[config.mk]
export PLATFORM = sky130hd
export DESIGN_NAME = ahb_intc
export DESIGN_NICKNAME = d
export VERILOG_FILES = /design/src/rtl/ahb_intc_pkg.sv /design/src/rtl/ahb_intc_src_cell.sv /design/src/rtl/ahb_intc.sv
export SDC_FILE = /design/constraint.sdc
export NUM_CORES = 1
export LEC_CHECK = 0
export ABC_CLOCK_PERIOD_IN_PS = 2600
export CAP_MARGIN = 40
export CORE_MARGIN = 2
export CORE_UTILIZATION = 30
export DETAILED_ROUTE_END_ITERATION = 8
export PLACE_DENSITY = 0.63
export SLEW_MARGIN = 0
export SYNTH_ARGS = -nofsm -noshare
export SYNTH_HDL_FRONTEND = slang
export SYNTH_SLANG_ARGS = --single-unit
export TNS_END_PERCENT = 1
[constraint.sdc]
create_clock -name hclk -period 2.6 [get_ports hclk]
set_clock_uncertainty 0.2 [all_clocks]
set_input_delay 0.52 -clock hclk [delete_from_list [all_inputs] [get_ports hclk]]
set_output_delay 0.52 -clock hclk [all_outputs]
set_load 0.005 [all_outputs]
[src/rtl/ahb_intc_pkg.sv]
`default_nettype none
// +----------------------------------------------------------------------------+
// | ahb_intc_defs : register offsets, FSM encodings and ID constants shared by  |
// |                 the ahb_intc interrupt controller.                          |
// | Revision      : 1.0                                                         |
// +----------------------------------------------------------------------------+
package ahb_intc_defs;

  localparam logic [4:0] INTC_ENABLE  = 5'h00;
  localparam logic [4:0] INTC_PENDING = 5'h04;
  localparam logic [4:0] INTC_TRIG    = 5'h08;
  localparam logic [4:0] INTC_CLAIM   = 5'h0C;
  localparam logic [4:0] INTC_STATUS  = 5'h10;

  localparam logic [1:0] ST_IDLE    = 2'd0;
  localparam logic [1:0] ST_ACTIVE  = 2'd1;
  localparam logic [1:0] ST_CLAIMED = 2'd2;

  localparam logic [4:0] ID_NONE = 5'd0;

  // The data phase only keeps the word index of the address.
  function automatic logic [2:0] reg_idx(input logic [4:0] off);
    return off[4:2];
  endfunction

endpackage
`default_nettype wire

[src/rtl/ahb_intc_src_cell.sv]
`default_nettype none
// +----------------------------------------------------------------------------+
// | intc_src_cell : per-source synchronizer, edge detect and pending/mask.      |
// |                 Optional 2-flop synchronizer under AHB_INTC_SYNC_EN.        |
// | Revision      : 1.0                                                         |
// +----------------------------------------------------------------------------+
module intc_src_cell (
  input  logic clk,
  input  logic rst_n,
  input  logic i_src,
  input  logic i_trig,
  input  logic i_claim,
  input  logic i_complete,
  output logic o_pend
);

  logic w_sync;
  logic w_rise;
  logic r_lvl;
  logic r_lvl_d;
  logic r_pend;
  logic r_mask;

`ifdef AHB_INTC_SYNC_EN
  logic [1:0] r_sync;

  always_ff @(posedge clk or negedge rst_n) begin
    if (!rst_n) begin
      r_sync <= 2'b00;
    end else begin
      r_sync <= {r_sync[0], i_src};
    end
  end

  assign w_sync = r_sync[1];
`else
  assign w_sync = i_src;
`endif

  assign w_rise = r_lvl & ~r_lvl_d;

  // An edge arriving on the claim cycle must survive the claim clear.
  always_ff @(posedge clk or negedge rst_n) begin
    if (!rst_n) begin
      r_lvl   <= 1'b0;
      r_lvl_d <= 1'b0;
      r_pend  <= 1'b0;
      r_mask  <= 1'b0;
    end else begin
      r_lvl   <= w_sync;
      r_lvl_d <= r_lvl;
      if (i_trig) begin
        r_pend <= w_rise | (r_pend & ~i_claim);
      end else begin
        r_pend <= r_lvl;
      end
      if (i_claim) begin
        r_mask <= 1'b1;
      end else if (i_complete) begin
        r_mask <= 1'b0;
      end
    end
  end

  assign o_pend = r_pend & (i_trig | ~r_mask);

endmodule
`default_nettype wire

[src/rtl/ahb_intc.sv]
`default_nettype none
// +----------------------------------------------------------------------------+
// | ahb_intc : AHB-Lite interrupt controller with claim/complete handshake.     |
// |            Feature macro AHB_INTC_SYNC_EN adds source synchronizers.        |
// | Revision : 1.0                                                              |
// +----------------------------------------------------------------------------+
module ahb_intc
  import ahb_intc_defs::*;
#(
  parameter int AWIDTH = 32,
  parameter int DWIDTH = 32,
  parameter int NSRC   = 8
) (
  input  logic              hclk,
  input  logic              hresetn,
  input  logic              hsel_i,
  input  logic              hwrite_i,
  input  logic              hready_i,
  input  logic [2:0]        hsize_i,
  input  logic [2:0]        hburst_i,
  input  logic [1:0]        htrans_i,
  input  logic [DWIDTH-1:0] hwdata_i,
  input  logic [AWIDTH-1:0] haddr_i,
  output logic              hreadyout_o,
  output logic              hresp_o,
  output logic [DWIDTH-1:0] hrdata_o,
  input  logic [NSRC-1:0]   irq_src_i,
  output logic              irq_o
);

  localparam logic [2:0] c_idx_enable  = reg_idx(INTC_ENABLE);
  localparam logic [2:0] c_idx_pending = reg_idx(INTC_PENDING);
  localparam logic [2:0] c_idx_trig    = reg_idx(INTC_TRIG);
  localparam logic [2:0] c_idx_claim   = reg_idx(INTC_CLAIM);
  localparam logic [2:0] c_idx_status  = reg_idx(INTC_STATUS);

  logic              w_capture;
  logic              r_dphase;
  logic              r_dwrite;
  logic [2:0]        r_daddr;
  logic              w_wr;
  logic              w_rd;
  logic              w_claim_sel;
  logic              w_claim_go;
  logic              w_complete;
  logic              w_any;
  logic [NSRC-1:0]   r_enable;
  logic [NSRC-1:0]   r_trig;
  logic [NSRC-1:0]   w_pend;
  logic [NSRC-1:0]   w_act;
  logic [4:0]        w_cand;
  logic [1:0]        r_state;
  logic [1:0]        w_state_nxt;
  logic [4:0]        r_id;
  logic [4:0]        w_id_nxt;
  logic              r_irq;
  logic [DWIDTH-1:0] w_rdata;
  logic              w_unused_ok;

  assign hreadyout_o = 1'b1;
  assign hresp_o     = 1'b0;
  assign irq_o       = r_irq;
  assign hrdata_o    = w_rdata;
  assign w_unused_ok = ^{hsize_i, hburst_i, htrans_i[0], haddr_i[AWIDTH-1:5], haddr_i[1:0]};

  assign w_capture   = hsel_i & hready_i & htrans_i[1];
  assign w_wr        = r_dphase & r_dwrite;
  assign w_rd        = r_dphase & ~r_dwrite;
  assign w_claim_sel = (r_daddr == c_idx_claim);

  always_ff @(posedge hclk or negedge hresetn) begin
    if (!hresetn) begin
      r_dphase <= 1'b0;
      r_dwrite <= 1'b0;
      r_daddr  <= 3'd0;
      r_enable <= '0;
      r_trig   <= '0;
    end else begin
      r_dphase <= w_capture;
      if (w_capture) begin
        r_daddr  <= haddr_i[4:2];
        r_dwrite <= hwrite_i;
      end
      if (w_wr && (r_daddr == c_idx_enable)) begin
        r_enable <= hwdata_i[NSRC-1:0];
      end
      if (w_wr && (r_daddr == c_idx_trig)) begin
        r_trig <= hwdata_i[NSRC-1:0];
      end
    end
  end

  generate
    for (genvar g = 0; g < NSRC; g++) begin : g_src
      intc_src_cell u_cell (
        .clk        (hclk),
        .rst_n      (hresetn),
        .i_src      (irq_src_i[g]),
        .i_trig     (r_trig[g]),
        .i_claim    (w_claim_go && (w_cand == 5'(g + 1))),
        .i_complete (w_complete),
        .o_pend     (w_pend[g])
      );
    end
  endgenerate

  assign w_act = w_pend & r_enable;
  assign w_any = |w_act;

  // Lowest source ID wins.
  always_comb begin
    w_cand = ID_NONE;
    for (int i = NSRC - 1; i >= 0; i--) begin
      if (w_act[i]) begin
        w_cand = 5'(i + 1);
      end
    end
  end

  assign w_claim_go = w_rd & w_claim_sel & (r_state == ST_ACTIVE) & (w_cand != ID_NONE);
  assign w_complete = w_wr & w_claim_sel & (r_state == ST_CLAIMED) &
                      (hwdata_i == DWIDTH'(r_id));

  always_comb begin
    w_state_nxt = r_state;
    w_id_nxt    = r_id;
    case (r_state)
      ST_IDLE: begin
        if (w_any) begin
          w_state_nxt = ST_ACTIVE;
        end
      end
      ST_ACTIVE: begin
        if (w_claim_go) begin
          w_state_nxt = ST_CLAIMED;
          w_id_nxt    = w_cand;
        end else if (!w_any) begin
          w_state_nxt = ST_IDLE;
        end
      end
      ST_CLAIMED: begin
        if (w_complete) begin
          w_state_nxt = ST_IDLE;
          w_id_nxt    = ID_NONE;
        end
      end
      default: begin
        w_state_nxt = ST_IDLE;
        w_id_nxt    = ID_NONE;
      end
    endcase
  end

  always_ff @(posedge hclk or negedge hresetn) begin
    if (!hresetn) begin
      r_state <= ST_IDLE;
      r_id    <= ID_NONE;
      r_irq   <= 1'b0;
    end else begin
      r_state <= w_state_nxt;
      r_id    <= w_id_nxt;
      r_irq   <= (w_state_nxt == ST_ACTIVE);
    end
  end

  always_comb begin
    w_rdata = '0;
    if (w_rd) begin
      case (r_daddr)
        c_idx_enable:  w_rdata[NSRC-1:0] = r_enable;
        c_idx_pending: w_rdata[NSRC-1:0] = w_pend;
        c_idx_trig:    w_rdata[NSRC-1:0] = r_trig;
        c_idx_claim: begin
          if (r_state != ST_IDLE) begin
            w_rdata[4:0] = w_cand;
          end
        end
        c_idx_status: begin
          w_rdata[4:0] = r_id;
          w_rdata[8]   = (r_state == ST_CLAIMED);
        end
        default: w_rdata = '0;
      endcase
    end
  end

endmodule
`default_nettype wire

==> qor.tcl, run 1 <==
set qor(run_status) {complete, but fails checks}
set qor(violated_checks) {negative hold slack, negative setup slack}
set qor(cell_area_after_placement_um2) 4135
set qor(vdd_drop_max_mv) 0.2448
set qor(instances_no_fill) 553
set qor(detailedPlacementHpwl_mm) 6.231
set qor(h-tree-depth) 3
set qor(fin_area_um2) 4494
set qor(number_of_nets_at_the_end_of_the_flow) 500
set qor(antenna_violations_before_repair) 0
set qor(placed_cells_incl_taps) 536
set qor(finalCriticalPeriod_ps) 2749
set qor(critical_path.slowest_cell) {sky130_fd_sc_hd__dfrtp_1}
set qor(worstSetupStartpointType) {flop}
set qor(pin_count) 120
set qor(place.port_buffers) 58
set qor(groute.usage.overall_pct) 15.64
set qor(worstPathMaxFanout) 2
set qor(power_density_nw_per_um2) 692.5
set qor(die_height_um) 104.9
set qor(timing.final.hold_violations) 24
set qor(min_period_over_period_pct) 105.7
set qor(tightestPinTransition_ps) 624.7
set qor(setup_viol) 4
set qor(wire_per_inst_um) 14.98
set qor(placement_rows) 36
set qor(fin_worst_hold_slack_ps) -9.476
set qor(synth.ff_latch_count) 60
set qor(worst_setup_path_end_kind) {output pin}
set qor(worstPathArrival_ps) 2030
set qor(average_instance_area_after_synthesis_um2) 10.46
set qor(tns_ps) -457.4
set qor(drive_gt1_share_pct) 32.86
set qor(worst_setup_hold_path_clk_slew_ps) 70
set qor(wire_length_of_the_first_global_routing_pass_mm) 13.38
set qor(p_leak_nw) 2.011
set qor(maxSlewViolCount) 0
set qor(worst_slew_margin_rel_pct) 58.36
set qor(grt_max_degree) 37
set qor(root_buffer) {sky130_fd_sc_hd__clkbuf_8}
set qor(postSynthCellCount) 292
set qor(max_cap_violations) 0
set qor(drt_iter0_markers) 125
set qor(crit_required_ps) 1880
set qor(clock_insertion_delay_worst_skew_ps) 350
set qor(fp.coreArea_um2) 9819
set qor(global_route.overflow_total) 0
set qor(post_synth_instance_area_um2) 3054
set qor(ff2ff_path_depth) 8
set qor(via_total_after_detailed_routing) 2638
set qor(setup.worst_path.class) {reg2out}
set qor(cts.sink_count) 60
set qor(initial_cell_density_of_the_core_pct) 31.10
set qor(synth_cell_type_count) 44
set qor(yosysWarningCount) 0
set qor(sequential_element_share_of_the_synthesized_area_pct) 49.16
set qor(tritoncts_buffer_count) 9
set qor(worstHoldPathType) {in2async}
set qor(finalWeightedCongestion) 0.8574
set qor(drt-total-wl_mm) 8.284
set qor(reg2reg_setup_slack_ps) 340
set qor(maxClockFrequency_mhz) 363.8
set qor(chipWidth_um) 104.9
set qor(diodes) 0
set qor(vias_per_cell) 4.770
set qor(layout-area-overhead-vs-synth_pct) 47.15
set qor(first_global_vias) 2648
set qor(cts_hold_buf) 0
set qor(reg_to_reg_endpoint) {g_src[7].u_cell.r_pend}
set qor(rsz0062_at_grt) {true}
set qor(total_die_area_um2) 11000
set qor(worstReg2RegStart) {r_trig[5]}
set qor(timing.critical_path.cells) {nand2b_1, buf_4, a32o_1, a31oi_1, nor3_2, nor2_1, a211oi_1, dlygate4sd2_1}
set qor(detailedRoute.firstPassIterationCount) 4
set qor(max_stage_delay_ps) 370
set qor(drc) 0
set qor(drtAntennaViolNets) 0
set qor(clock_tree_from_tritoncts) {built}
set qor(final.setup.worst_slack_ps) -148.6
set qor(cts_max_path_buffers) 2
how the worst max path moves through the flow:
stage,start,end,cells after the start
2_1_floorplan,r_trig[5],hrdata_o[2],6
3_3_place_gp,r_trig[5],hrdata_o[2],8
3_5_place_dp,r_trig[5],hrdata_o[2],8
4_1_cts,r_trig[1],hrdata_o[0],7
5_1_grt,r_trig[5],hrdata_o[2],7
6_report,r_trig[2],hrdata_o[1],8
worst max-delay path, delay by kind of cell, from the launching register on:
| kind | cells | cell delay [ps] |
|---|---|---|
| AOI/OAI and AO/OA | 3 | 550 |
| buffers and inverters | 2 | 410 |
| DFF | 1 | 370 |
| and+or+nand+nor | 3 | 350 |
cell type report:
class / count / area (um^2)
clock buffer: 9 / 123.9
clock inverter: 7 / 123.9
fill: 950 / 5325
inverter: 5 / 18.77
multi-input combinational: 218 / 1526
sequential: 60 / 1501
tap: 133 / 166.4
timing repair buffer: 121 / 1033
report_power, final:
part	internal, mW	leakage (nW)	switching (mW)	total [mW]
combinational	0.519	1.18	0.419	0.938
sequential	1.06	0.715	0.0765	1.13
clock	0.642	0.120	0.398	1.04
total	2.22	2.01	0.894	3.11
per-stage QoR:
stage	utilization, %	setup slack (ps)	total power, mW
after global placement	42.11	-462.2	1.976
after detailed placement	42.11	-466.8	1.993
final	45.77	-148.6	3.112
after floorplan	-	194.3	1.549
after CTS	45.03	-199.7	3.074
after global routing	45.77	-229.4	3.279
registers in the layout (all words and copies together) (netlist names), 3 cells and up:
register / cells
r_trig: 8
r_id: 4
r_enable: 8
g_src.u_cell.r_lvl_d: 8
g_src.u_cell.r_mask: 8
g_src.u_cell.r_pend: 8
r_daddr: 3
g_src.u_cell.r_lvl: 8
cells in the final DEF, fill, tap and decap left out, drive strengths merged:
master,netlist,layout
a31oi,3,3
xor2,3,3
o21ai,7,7
inv,5,6
nand3,19,19
bufinv,0,3
nand2b,17,17
xnor2,1,1
a31o,1,1
a21oi,16,16
dlygate4sd2,0,2
clkbuf,5,12
clkdlybuf4s50,0,48
o41a,1,1
and3,4,4
nand2,35,35
or3,1,1
nor2b,2,2
clkinv,0,2
nor3,9,9
clkdlybuf4s15,0,1
mux2,20,20
clkinvlp,0,1
a211oi,2,2
nor4,9,9
mux2i,2,2
nor2,9,9
buf,27,67
nor3b,4,4
a32o,11,11
and2,2,2
nand4,3,3
conb,2,25
dfrtp,60,60
a311oi,3,3
o31ai,2,2
a21bo,1,1
a2111oi,1,1
a21o,2,2
nand3b,3,3
cells in the mapped netlist, drive strengths merged:
cell type | number | area, um^2
a21oi | 16 | 80.08
or3 | 1 | 6.260
a21bo | 1 | 10.01
buf | 27 | 206.5
a31o | 1 | 8.760
a21o | 2 | 15.01
a2111oi | 1 | 8.760
a32o | 11 | 111.4
nor2 | 9 | 33.78
a31oi | 3 | 18.77
xnor2 | 1 | 8.760
dfrtp | 60 | 1501
nand4 | 3 | 18.77
clkbuf | 5 | 18.77
o41a | 1 | 11.26
o21ai | 7 | 35.03
nand3b | 3 | 22.52
nor3 | 9 | 61.31
mux2i | 2 | 20.02
a311oi | 3 | 26.28
and2 | 2 | 12.51
inv | 5 | 18.77
xor2 | 3 | 26.28
nand3 | 19 | 95.09
nand2b | 17 | 113.9
and3 | 4 | 25.02
nor2b | 2 | 12.51
nor4 | 9 | 71.32
nor3b | 4 | 40.03
o31ai | 2 | 28.78
a211oi | 2 | 15.01
conb | 2 | 7.510
mux2 | 20 | 225.2
nand2 | 35 | 138.9
metal layers:
| metal | GRT usage, % | up-vias | wire length (um) |
|---|---|---|---|
| met5 | 0 | - | 0 |
| met4 | 5.905 | 0 | 156 |
| met3 | 5.240 | 16 | 623 |
| met2 | 25.42 | 102 | 3998 |
| met1 | 19.21 | 1269 | 3505 |
| li1 | - | 1251 | - |
what timing repair did:
| item | in CTS | in global routing |
|---|---|---|
| pin swaps | 8 | 7 |
| endpoints found under the hold margin | 0 | 0 |
| gates resized for setup | 31 | 24 |
| setup endpoints to repair | 9 | 8 |
| buffers inserted | 0 | 2 |
| gates cloned | 0 | 0 |
logic make-up (layout without fill, tap and decap cells):
logic type                after synthesis  in the layout  share of synthesized area, %
AOI/OAI and AO/OA                      50             50                         12.09
DFF                                    60             60                         49.16
xor gates and xnor gates                4              4                         1.147
muxes                                  22             22                         8.030
and+or+nand+nor                       117            117                         21.34
other                                   2             25                        0.2459
buffers and inverters                  37            142                         7.989
Power figures use the tool's default switching activity.
==> run 2: changes to the inputs <==
--- a/config.mk
+++ b/config.mk
@@ -6,9 +6,10 @@
 export NUM_CORES = 1
 export LEC_CHECK = 0
 export ABC_CLOCK_PERIOD_IN_PS = 2600
-export CAP_MARGIN = 40
+export CAP_MARGIN = 10
 export CORE_MARGIN = 2
 export CORE_UTILIZATION = 30
+export CTS_CLUSTER_SIZE = 40
 export DETAILED_ROUTE_END_ITERATION = 8
 export PLACE_DENSITY = 0.63
 export SLEW_MARGIN = 0
==> results of run 2 <==
Final layout, timing and power as in run 1 (identical DEF).
==> run 3: changes to the inputs <==
--- a/config.mk
+++ b/config.mk
@@ -8,10 +8,11 @@
 export ABC_CLOCK_PERIOD_IN_PS = 2600
 export CAP_MARGIN = 10
 export CORE_MARGIN = 2
-export CORE_UTILIZATION = 30
+export CORE_UTILIZATION = 55
 export CTS_CLUSTER_SIZE = 40
 export DETAILED_ROUTE_END_ITERATION = 8
-export PLACE_DENSITY = 0.63
+export DONT_BUFFER_PORTS = 1
+export PLACE_DENSITY = 0.74
 export SLEW_MARGIN = 0
 export SYNTH_ARGS = -nofsm -noshare
 export SYNTH_HDL_FRONTEND = slang
==> run 3 against run 2 <==
  * The run now ends clean
  * Maximum frequency grew 8.0%
  * Largest power group unchanged
  * Utilization grew 20 points
  * First-iteration DRC count grew 27%
  * Critical endpoint is now hrdata_o[3]
==> qor.tcl, run 3 (synthesis gave the netlist of run 1 again) <==
set qor(run_status) {finished, final reports clean}
set qor(rsz0062_at_grt) {true}
set qor(clock_tree_from_tritoncts) {built}
set qor(final_common_cell) {sky130_fd_sc_hd__dfrtp_1}
set qor(worstPathMaxFanout) 3 ;# +1
set qor(drtAntennaViolNets) 0 ;# unchanged
set qor(first_global_vias) 2210 ;# -17%
set qor(finalCriticalPeriod_ps) 2545 ;# -203.9 ps
set qor(crit_startpoint) {r_trig[6]}
set qor(chipWidth_um) 78.52 ;# -25%
set qor(drt-total-wl_mm) 6.716 ;# -19%
set qor(groute.usage.overall_pct) 23.43 ;# +7.8 points
set qor(clock_insertion_delay_worst_skew_ps) 340 ;# about the same
set qor(setup_viol) 0 ;# -4
set qor(vdd_drop_max_mv) 0.6121 ;# +150%
set qor(root_buffer) {sky130_fd_sc_hd__clkbuf_8}
set qor(via_total_after_detailed_routing) 2280 ;# -14%
set qor(drt_iter0_markers) 159 ;# +27%
set qor(maxSlewViolCount) 0 ;# unchanged
set qor(tritoncts_buffer_count) 9 ;# unchanged
set qor(antenna_violations_before_repair) 0 ;# unchanged
set qor(worstPathArrival_ps) 1820 ;# -210 ps
set qor(diodes) 0 ;# unchanged
set qor(mostFrequentLayoutCells) {sky130_fd_sc_hd__dfrtp_1 (60), sky130_fd_sc_hd__nand2_1 (33), sky130_fd_sc_hd__conb_1 (25), sky130_fd_sc_hd__buf_4 (25), sky130_fd_sc_hd__mux2_2 (20)}
set qor(p_leak_nw) 1.597 ;# -21%
set qor(maxClockFrequency_mhz) 393.0 ;# +8.0%
set qor(drc) 0 ;# unchanged
set qor(wire_per_inst_um) 16.62 ;# +11%
set qor(post-route-util_pct) 65.82 ;# +20 points
set qor(reg_to_reg_endpoint) {r_enable[6]}
set qor(cts.sink_count) 60 ;# unchanged
set qor(place.port_buffers) 0 ;# -100%
set qor(initial_cell_density_of_the_core_pct) 56.15 ;# +25 points
set qor(cts_max_path_buffers) 2 ;# unchanged
set qor(number_of_nets_at_the_end_of_the_flow) 412 ;# -18%
set qor(worstHoldPathType) {in2reg}
set qor(total_die_area_um2) 6165 ;# -44%
set qor(min_period_over_period_pct) 97.87 ;# -7.8 points
set qor(grt_max_degree) 61 ;# +65%
set qor(worstReg2RegStart) {r_daddr[0]}
set qor(reg2reg_setup_slack_ps) 420 ;# +80 ps
set qor(finalWeightedCongestion) 0.8954 ;# +4.4%
set qor(global_route.overflow_total) 0 ;# unchanged
set qor(cell_area_after_placement_um2) 3148 ;# -24%
set qor(vias_per_cell) 5.644 ;# +18%
set qor(timing.final.hold_violations) 0 ;# -100%
set qor(pin_count) 120 ;# unchanged
set qor(crit_required_ps) 1880 ;# about the same
set qor(drive_gt1_share_pct) 27.41 ;# -5.4 points
set qor(power_density_nw_per_um2) 724.6 ;# +4.6%
set qor(placement_rows) 27 ;# -25%
set qor(fin_area_um2) 3580 ;# -20%
set qor(detailedPlacementHpwl_mm) 4.662 ;# -25%
set qor(wire_length_of_the_first_global_routing_pass_mm) 10.69 ;# -20%
set qor(setup.worst_path.class) {reg2out}
set qor(worst_setup_hold_path_clk_slew_ps) 60 ;# about the same
set qor(fp.coreArea_um2) 5439 ;# -45%
set qor(fin_worst_hold_slack_ps) 8.964 ;# +18.44 ps
set qor(worstSetupStartpointType) {flop}
set qor(die_height_um) 78.52 ;# -25%
set qor(detailedRoute.firstPassIterationCount) 4 ;# unchanged
set qor(nFillCells) 434 ;# -54%
set qor(setup.worst_path.end) {hrdata_o[3]}
set qor(max_cap_violations) 0 ;# unchanged
set qor(h-tree-depth) 3 ;# unchanged
set qor(layout-area-overhead-vs-synth_pct) 17.21
set qor(ff2ff_path_depth) 6 ;# -2
set qor(worst_setup_path_end_kind) {output pin}
==> run 3: cell count changes in the layout (fill, tap and decap cells not counted), sizes merged, moves of 2 or more <==
cell / delta
buf: -41
bufinv: -3
clkdlybuf4s50: -48
dlygate4sd2: -2
dlygate4sd3: +7
==> run 3: critical path: stages (launching register included) <==
cell	delay [ps]
sky130_fd_sc_hd__dfrtp_1	380
sky130_fd_sc_hd__nand2b_4	140
sky130_fd_sc_hd__a32o_2	260
sky130_fd_sc_hd__nand3b_1	190
sky130_fd_sc_hd__o41a_1	340
sky130_fd_sc_hd__nor3_2	170
==> run 3: layout make-up <==
class / instances / area (um^2) / area share (%)
clock inverters: 4 / 22.52 / 0.6292
clock buffers: 12 / 165.2 / 4.614
inverters: 5 / 18.77 / 0.5243
multi-input cells: 218 / 1496 / 41.80
flip-flops and latches: 60 / 1501 / 41.94
repair buffers: 33 / 285.3 / 7.969
well taps: 72 / 90.09 / 2.517
==> run 3: report_power, final <==
group | switching (mW) | total, mW | internal [mW]
logic | 0.313 | 0.644 | 0.330
clock network | 0.366 | 0.785 | 0.419
registers | 0.107 | 1.17 | 1.06
==> run 3: what timing repair did <==
| action | CTS | global route |
|---|---|---|
| endpoints found under the setup margin | 3 | 4 |
| pin swaps | 5 | 3 |
| resized for setup | 10 | 12 |
| hold buffers | 7 | 1 |
| buffers inserted | 5 | 1 |
| endpoints found under the hold margin | 65 | 1 |
==> run 3: how the worst min path moves through the flow <==
stage | slack [ps] | end | start | cells past startpoint
CTS | 0.7 | g_src[2].u_cell.r_lvl | irq_src_i[2] | 0
finish | 9 | g_src[2].u_cell.r_lvl | irq_src_i[2] | 0
global placement | 30 | g_src[4].u_cell.r_lvl | hresetn | 0
global route | 0.2 | g_src[2].u_cell.r_lvl | irq_src_i[2] | 0
detailed placement | 30 | g_src[4].u_cell.r_lvl | hresetn | 0
floorplan | 20 | g_src[0].u_cell.r_lvl | hresetn | 0
==> run 3: through the flow <==
step | power (mW) | instances | TNS (ps) | setup WS [ps]
2_1_floorplan | 1.549 | 315 | 0 | 194.3
3_3_place_gp | 1.680 | 374 | 0 | 183.5
3_5_place_dp | 1.699 | 374 | 0 | 171.8
4_1_cts | 2.550 | 402 | -50.08 | -27.94
5_1_grt | 2.721 | 404 | -77.85 | -41.01
6_report | 2.594 | 404 | 0 | 55.32
==> run 3: routing by layer <==
layer  GRT usage, %  part of all wire [%]  vias to the layer above
li1               -                     -                     1075
met1          30.21                    43                     1126
met2          37.09                    50                       67
met3          4.368                   5.1                       12
met4          13.51                   2.5                        0
met5              0                     0                        -
